===== src/rtl/apb_slave_regfile.sv =====
// APB slave register file: DEPTH x DATA_WIDTH registers with fixed wait states.
// Out-of-range addresses and simultaneous pwrite/pread are answered with pslverr.
module apb_slave_regfile #(
    parameter int ADDR_WIDTH  = 8,
    parameter int DATA_WIDTH  = 8,
    parameter int DEPTH       = 16,
    parameter int WAIT_STATES = 1
) (
    input  logic                  pclk,
    input  logic                  prstn,
    input  logic                  psel,
    input  logic                  penable,
    input  logic                  pwrite,
    input  logic                  pread,
    input  logic [ADDR_WIDTH-1:0] paddr,
    input  logic [DATA_WIDTH-1:0] pwdata,
    output logic [DATA_WIDTH-1:0] prdata,
    output logic                  pready,
    output logic                  pslverr
);

    localparam int IDX_W = (DEPTH > 1) ? $clog2(DEPTH) : 1;
    localparam logic [ADDR_WIDTH:0] DEPTH_L = (ADDR_WIDTH + 1)'(DEPTH);
    localparam logic [3:0] WAIT_L = 4'(WAIT_STATES);

    typedef enum logic [1:0] {
        IDLE,
        WAIT,
        DONE
    } state_t;

    state_t                state, state_next;
    logic [3:0]            cnt, cnt_next;
    logic [ADDR_WIDTH-1:0] addr_q, addr_next;
    logic [DATA_WIDTH-1:0] data_q, data_next;
    logic                  write_q, write_next;
    logic                  read_q, read_next;
    logic [DATA_WIDTH-1:0] prdata_next;
    logic                  pready_next, pslverr_next;
    logic                  mem_we;
    logic [DATA_WIDTH-1:0] mem [DEPTH];

    // With zero wait states the response is built on the SETUP edge, so the
    // transfer attributes come straight from the bus rather than the latches.
    logic [ADDR_WIDTH-1:0] eval_addr;
    logic                  eval_write, eval_read, eval_err;
    logic [IDX_W-1:0]      eval_idx;
    logic [DATA_WIDTH-1:0] eval_rdata;

    always_comb begin
        eval_addr  = (state == IDLE) ? paddr  : addr_q;
        eval_write = (state == IDLE) ? pwrite : write_q;
        eval_read  = (state == IDLE) ? pread  : read_q;
        eval_idx   = eval_addr[IDX_W-1:0];
        eval_err   = ({1'b0, eval_addr} >= DEPTH_L) || (eval_write && eval_read);
        eval_rdata = (!eval_err && !eval_write) ? mem[eval_idx] : '0;
    end

    always_comb begin
        state_next   = state;
        cnt_next     = cnt;
        addr_next    = addr_q;
        data_next    = data_q;
        write_next   = write_q;
        read_next    = read_q;
        prdata_next  = prdata;
        pready_next  = pready;
        pslverr_next = pslverr;
        mem_we       = 1'b0;

        case (state)
            IDLE: begin
                if (psel && !penable) begin
                    addr_next  = paddr;
                    data_next  = pwdata;
                    write_next = pwrite;
                    read_next  = pread;
                    cnt_next   = WAIT_L;
                    if (WAIT_L == 4'd0) begin
                        state_next   = DONE;
                        pready_next  = 1'b1;
                        pslverr_next = eval_err;
                        prdata_next  = eval_rdata;
                    end else begin
                        state_next = WAIT;
                    end
                end
            end
            WAIT: begin
                if (!psel) begin
                    state_next   = IDLE;
                    pready_next  = 1'b0;
                    pslverr_next = 1'b0;
                    prdata_next  = '0;
                end else begin
                    cnt_next = cnt - 4'd1;
                    if (cnt <= 4'd1) begin
                        state_next   = DONE;
                        pready_next  = 1'b1;
                        pslverr_next = eval_err;
                        prdata_next  = eval_rdata;
                    end
                end
            end
            DONE: begin
                if (!psel || penable) begin
                    mem_we       = psel && write_q && !read_q && !pslverr;
                    state_next   = IDLE;
                    pready_next  = 1'b0;
                    pslverr_next = 1'b0;
                    prdata_next  = '0;
                end
            end
            default: begin
                state_next   = IDLE;
                pready_next  = 1'b0;
                pslverr_next = 1'b0;
                prdata_next  = '0;
            end
        endcase
    end

    always_ff @(posedge pclk or negedge prstn) begin
        if (!prstn) begin
            state   <= IDLE;
            cnt     <= '0;
            addr_q  <= '0;
            data_q  <= '0;
            write_q <= 1'b0;
            read_q  <= 1'b0;
            prdata  <= '0;
            pready  <= 1'b0;
            pslverr <= 1'b0;
        end else begin
            state   <= state_next;
            cnt     <= cnt_next;
            addr_q  <= addr_next;
            data_q  <= data_next;
            write_q <= write_next;
            read_q  <= read_next;
            prdata  <= prdata_next;
            pready  <= pready_next;
            pslverr <= pslverr_next;
        end
    end

    // pslverr already excludes out-of-range addresses, so the index is safe here.
    always_ff @(posedge pclk or negedge prstn) begin
        if (!prstn) begin
            for (int i = 0; i < DEPTH; i++) begin
                mem[i] <= '0;
            end
        end else if (mem_we) begin
            mem[addr_q[IDX_W-1:0]] <= data_q;
        end
    end

endmodule


===== config.mk =====
export PLATFORM = sky130hd
export DESIGN_NAME = apb_slave_regfile
export DESIGN_NICKNAME = d
export VERILOG_FILES = /design/src/rtl/apb_slave_regfile.sv
export SDC_FILE = /design/constraint.sdc
export NUM_CORES = 1
export LEC_CHECK = 0
export CAP_MARGIN = 10
export CORE_MARGIN = 2
export CORE_UTILIZATION = 45
export DETAILED_ROUTE_END_ITERATION = 6
export REMOVE_ABC_BUFFERS = 1
export SLEW_MARGIN = 20
export SYNTH_ARGS = -nofsm -noshare
export SYNTH_HDL_FRONTEND = slang
export SYNTH_SLANG_ARGS = --single-unit

===== constraint.sdc =====
create_clock -name pclk -period 2.1 [get_ports pclk]
set_clock_uncertainty 0.1 [all_clocks]
set_input_delay 0.42 -clock pclk [delete_from_list [all_inputs] [get_ports pclk]]
set_output_delay 0.42 -clock pclk [all_outputs]
set_load 0.01 [all_outputs]

==> reports/qor.yml, run 1 <==
sta:
  tightest_slew_ns: 0.7842
  postLayoutSetupSlackWorst_ns: -0.2523
  hold_slack_ns: 0.3525
  setup_viol: 133
  final_max_slew_viol_count: 0
  fin_crit_sh: 1.120
  hold_violations: 0
  relSlewSlack: 0.4772
  min_period_ns: 2.352
  rsz0062_at_grt: "yes"
  max_freq_mhz: 425.1
critical_path:
  cpPeakStageDelay_ns: 0.44
  cp.required_ns: 2.27
  arrival_ns: 2.53
  cp_slowest_cell: "dfrtp_2"
  r2r_start: "state[0]$_DFFE_PN0P_"
  reg2reg_depth: 8
  crit_type: "flop to flop"
  path_cells: "nor2_4 -> mux2_4 -> buf_12 -> buf_6 -> mux2i_2 -> o22ai_2 -> o41ai_4 -> o21ai_1"
  cp_max_fo: 12
  timing.rr.end: "prdata[6]$_DFFE_PN0P_"
  crit_start: "state[0]$_DFFE_PN0P_"
  critPathLaunchType: "flop"
  end_kind: "flop"
  r2r_slack_ns: -0.25
floorplanning:
  die_area_um2: 17460
  die_w_um: 132.1
  initial_core_util: 0.4633
  rows: 46
  coreArea_um2: 15940
  die_h_um: 132.1
  io_pins: 32
yosys:
  yosys_warnings: 0
  synth_area_um2: 7387
  synth_edf_count: 0
  synthArstFlopShare: 1.000
  post_synth_num_cell_types: 39
  synth_ff_type: "dfrtp_1"
  yosysSeqAreaShare: 0.5488
  synth_seq_cells: 162
  syn_area_per_cell_um2: 12.03
  synth_cells: 614
layout:
  antenna_cells: 0
  final_nets: 758
  layout_commonest_cell: "dfrtp_1"
  area_delta_synth_final_pct: 37.40
  drive_gt1_frac: 0.4745
  layout_common_cells: "161 x dfrtp_1, 135 x mux2_2, 91 x nand2_1"
placement:
  dpl.hpwl_um: 12650
  port_buffers: 31
  gp_congestion: 0.8734
clock_tree:
  htreeDepth: 4
  clock_sinks: 162
  cts.path.max_buffers: 2
  clk_latency_ns: 0.42
  clockRootBuffer: "clkbuf_16"
  numCtsBuffers: 17
  tritoncts: "yes"
  cts.clk_slew.worst_paths_ns: 0.06
hold_path:
  worstHoldPathType: "input pin to async pin"
run:
  maxCapViolations: 0
grt:
  grt_overflow: 0
  grt_pass1_wl_um: 31550
  grt_use_total: 0.2356
  grt_pass1_vias: 5689
  grt_max_degree: 45
  antenna_found_initial: 0
pwr:
  p_total_uw: 10350
  ir_drop_uv: 738.6
  power.leakage_uw: 0.004570
  power_density_nw_per_um2: 1020
detailed_routing:
  viasPerCell: 5.579
  drt_iter0_drc: 295
  drc: 0
  drt-pass1-iter-count: 5
  routed_wl_um: 19930
  num_vias: 5367
  ant_nets: 0
  wl_per_cell_um: 20.72
status:
  failed_checks: "negative setup slack"
  outcome: "finished with violations"
==> registers in the layout, indices dropped and copies added (netlist names) <==
name	flops
pready	1
mem	128
read_q	1
data_q	8
write_q	1
state	2
pslverr	1
addr_q	8
cnt	4
prdata	8
==> through the flow <==
step | instance area, µm² | utilization | setup TNS, ns | std cells | setup slack [ns]
4_1_cts | 9777 | 0.6132 | -9.287 | 949 | -0.1856
3_3_place_gp | 8708 | 0.5462 | -60.25 | 904 | -0.5652
3_5_place_dp | 8708 | 0.5462 | -66.27 | 904 | -0.6406
5_1_grt | 10150 | 0.6366 | -26.24 | 962 | -0.2913
2_1_floorplan | 7233 | - | -10.17 | 578 | -0.8204
6_report | 10150 | 0.6366 | -7.775 | 962 | -0.2523
==> critical path, delay by kind of cell, from the launching register on <==
family | cells | cell delay, ns
simple gates | 1 | 0.15
buf+inv | 2 | 0.29
compound gates | 3 | 0.68
mux | 2 | 0.55
flops | 1 | 0.44
==> final cells by class <==
cell class                 count  area (µm²)
clock buffer                  26       509.2
clock inverter                 5       50.05
fill                        1248        5793
inverter                       5       18.77
multi-input combinational    411        3704
sequential                   162        4055
tap                          216       270.3
timing repair buffer         137        1543
==> logic make-up (layout without fill, tap and decap cells) <==
kind of cell | Yosys count | count (layout) | synth area share
flops | 162 | 162 | 0.5488
buf+inv | 41 | 173 | 0.02337
mux | 175 | 175 | 0.2620
simple gates | 146 | 146 | 0.09349
compound gates | 86 | 86 | 0.06657
fa+ha+maj | 2 | 2 | 0.003387
xor+xnor | 2 | 2 | 0.002372
==> cells in the mapped netlist (5+ instances only) <==
master    number  share of area
a21oi_1       38          0.026
buf_2          9         0.0061
clkbuf_1      23          0.012
dfrtp_1      162           0.55
inv_1          5         0.0025
mux2_2       147           0.22
mux2i_1       28          0.038
nand2_1       95          0.048
nor2_2         9         0.0076
nor4_1        10         0.0085
o21ai_0       21          0.014
o22ai_1       10         0.0085
o41ai_1        8         0.0095
==> per-layer routing <==
| metal | GRT usage | part of all wire | vias up |
|---|---|---|---|
| met5 | 0 | 0 | - |
| met4 | 0.1057 | 0.028 | 0 |
| met3 | 0.04729 | 0.048 | 30 |
| met2 | 0.3848 | 0.50 | 146 |
| met1 | 0.3045 | 0.42 | 2762 |
| li1 | - | - | 2429 |
==> what timing repair did <==
action	CTS	global route
setup buffers	15	12
endpoints found under the hold margin	26	0
hold buffers	1	0
setup endpoints to repair	136	137
pin swaps	16	18
cloned	0	3
resized for setup	91	48
==> power by group <==
group	switching [µW]	internal, µW
registers	673	3430
clock network	1170	1780
logic	1600	1700
total	3440	6910
==> how the worst max path moves through the flow <==
stage                                       end  slack, ns
after detailed placement  prdata[6]$_DFFE_PN0P_      -0.64
after floorplan           prdata[0]$_DFFE_PN0P_      -0.82
after global placement    prdata[2]$_DFFE_PN0P_      -0.57
final                     prdata[6]$_DFFE_PN0P_      -0.25
after global routing      prdata[6]$_DFFE_PN0P_      -0.29
after CTS                 prdata[5]$_DFFE_PN0P_      -0.19
(Power assumes the default switching activity.)
==> run 2: changes to the inputs <==
Clock period 2.1 ns to 2.2 ns, I/O delays scaled along.
==> run 2 against run 1 <==
Net effect:
- clock-buffer cell count is 4 lower
- final cell count is 1.5% lower
- power is 4.9% lower
- critical path type unchanged
- the run still ends with negative setup slack left
- register-to-register slack better by 0.16 ns
- highest routed layer unchanged
- die area stayed put
==> reports/qor.yml, run 2 (synthesis gave the netlist of run 1 again) <==
clock_tree:
  clk_latency_ns: 0.43
  clock_sinks: 162
  htreeDepth: 4
  numCtsBuffers: 17
  clockRootBuffer: "clkbuf_16"
  cts.path.max_buffers: 2
  cts.clk_slew.worst_paths_ns: 0.06
  tritoncts: "yes"
hold_path:
  worstHoldPathType: "input pin to async pin"
critical_path:
  r2r_start: "state[0]$_DFFE_PN0P_"
  cp_slowest_cell: "o41ai_4"
  timing.rr.end: "prdata[6]$_DFFE_PN0P_"
  cp_top_family: "compound AO/OA/AOI/OAI gates"
  cpPeakStageDelay_ns: 0.44
  critPathCapture: "prdata[6]$_DFFE_PN0P_"
  cp_num_cells: 9
  crit_start: "state[0]$_DFFE_PN0P_"
  cp.required_ns: 2.40
  path_cells: "nor2_4 -> buf_6 -> nor3_1 -> a31oi_2 -> buf_4 -> buf_4 -> o22ai_2 -> o41ai_4 -> o21ai_1"
  cp_max_fo: 13
  critPathLaunchType: "flop"
  crit_buf_inv: 3
  r2r_slack_ns: -0.09
  crit_top_cell: "buf_4"
  end_kind: "flop"
  crit_type: "flop to flop"
  arrival_ns: 2.49
  reg2reg_depth: 9
sta:
  final_max_slew_viol_count: 0
  rsz0062_at_grt: "yes"
  tightest_slew_ns: 0.7911
  fin_crit_sh: 1.043
  relSlewSlack: 0.4726
  postLayoutSetupSlackWorst_ns: -0.09360
  hold_violations: 0
  min_period_ns: 2.294
  max_freq_mhz: 436.0
  setup_viol: 59
placement:
  gp_congestion: 0.8475
  port_buffers: 31
  place_ws_ns: -0.5592
  dpl.cell_count: 907
  dpl.hpwl_um: 12530
layout:
  multi_input_area_um2: 3446
  final-seq-area_um2: 4055
  antenna_cells: 0
  layout_commonest_cell: "dfrtp_1"
  num-fill-cells: 1240
  layout_common_cells: "161 x dfrtp_1, 145 x mux2_2, 93 x nand2_1"
  largest_register_ffs: 128
  final_nets: 743
  utilization: 0.6157
  regMostFlops: "mem"
  final_cells: 948
  drive_gt1_frac: 0.4331
  area_delta_synth_final_pct: 32.88
grt:
  grt_pass1_wl_um: 30820
  antenna_found_initial: 0
  grt_overflow: 0
  grt_pass1_vias: 5596
  grt_use_total: 0.2312
  grt_max_degree: 76
pwr:
  p_total_uw: 9843
  ir_drop_uv: 879.5
  power_density_nw_per_um2: 1003
  power.leakage_uw: 0.004477
floorplanning:
  initial_core_util: 0.4633
  die_area_um2: 17460
  io_pins: 32
  die_h_um: 132.1
  coreArea_um2: 15940
  die_w_um: 132.1
  rows: 46
detailed_routing:
  viasPerCell: 5.462
  wl_per_cell_um: 20.15
  drt-pass1-iter-count: 4
  routed_wl_um: 19100
  num_vias: 5178
  drt_iter0_drc: 269
  drc: 0
  ant_nets: 0
status:
  failed_checks: "negative setup slack"
  outcome: "finished with violations"
run:
  maxCapViolations: 0
run 2: cell types whose count changed in the layout (fill, tap and decap cells not counted), moves of 4 or more:
cell       previous run  this run
a21oi_2              12         2
mux2_2              135       145
mux2_4               12         2
a21oi_1              26        36
bufinv_16             1         5
buf_6                23        11
run 2: timing repair:
action | 4_1_cts | 5_1_grt
resized for setup | 42 | 33
setup buffers | 7 | 2
hold endpoints to repair | 57 | 0
gates cloned | 1 | 2
pin swaps | 14 | 6
setup endpoints to repair | 96 | 128
hold buffers | 1 | 0
run 2: area by class of cell:
| cell class | instances | share of cell area |
|---|---|---|
| sequential | 162 | 0.4131 |
| multi-input combinational | 411 | 0.3511 |
| timing repair buffer | 122 | 0.1398 |
| clock buffer | 22 | 0.04831 |
| tap | 216 | 0.02753 |
| clock inverter | 10 | 0.01823 |
| inverter | 5 | 0.001912 |
run 2: worst min-delay path by stage:
stage | to | slack [ns] | depth (start not counted)
global placement | mem[113]$_DFFE_PN0P_ | 0.17 | 1
detailed placement | mem[113]$_DFFE_PN0P_ | 0.17 | 1
CTS | mem[52]$_DFFE_PN0P_ | 0.29 | 2
finish | mem[120]$_DFFE_PN0P_ | 0.30 | 2
floorplan | addr_q[0]$_DFFE_PN0P_ | 0.04 | 0
global route | mem[52]$_DFFE_PN0P_ | 0.30 | 2
run 2: metrics by stage:
stage          area (µm²)  TNS (ns)  hold slack (ns)
2_1_floorplan        7233    -7.234          0.04441
3_3_place_gp         8731    -49.06           0.1671
3_5_place_dp         8731    -49.76           0.1708
4_1_cts              9656   -0.6659           0.2912
5_1_grt              9816    -11.62           0.3048
6_report             9816    -1.021           0.3037
run 2: power breakdown:
part           switching, µW  total (µW)  internal (µW)
Clock                   1160        3260           2100
Combinational           1350        2690           1340
Sequential               616        3890           3280
Total                   3130        9840           6720
run 2: per-layer routing:
layer  up-vias  global-route usage  share of wire
met5         -                   0              0
met4         0             0.07367          0.013
met3        17             0.04614          0.029
met2        97              0.3935           0.51
met1      2663              0.2980           0.45
li1       2401                   -              -
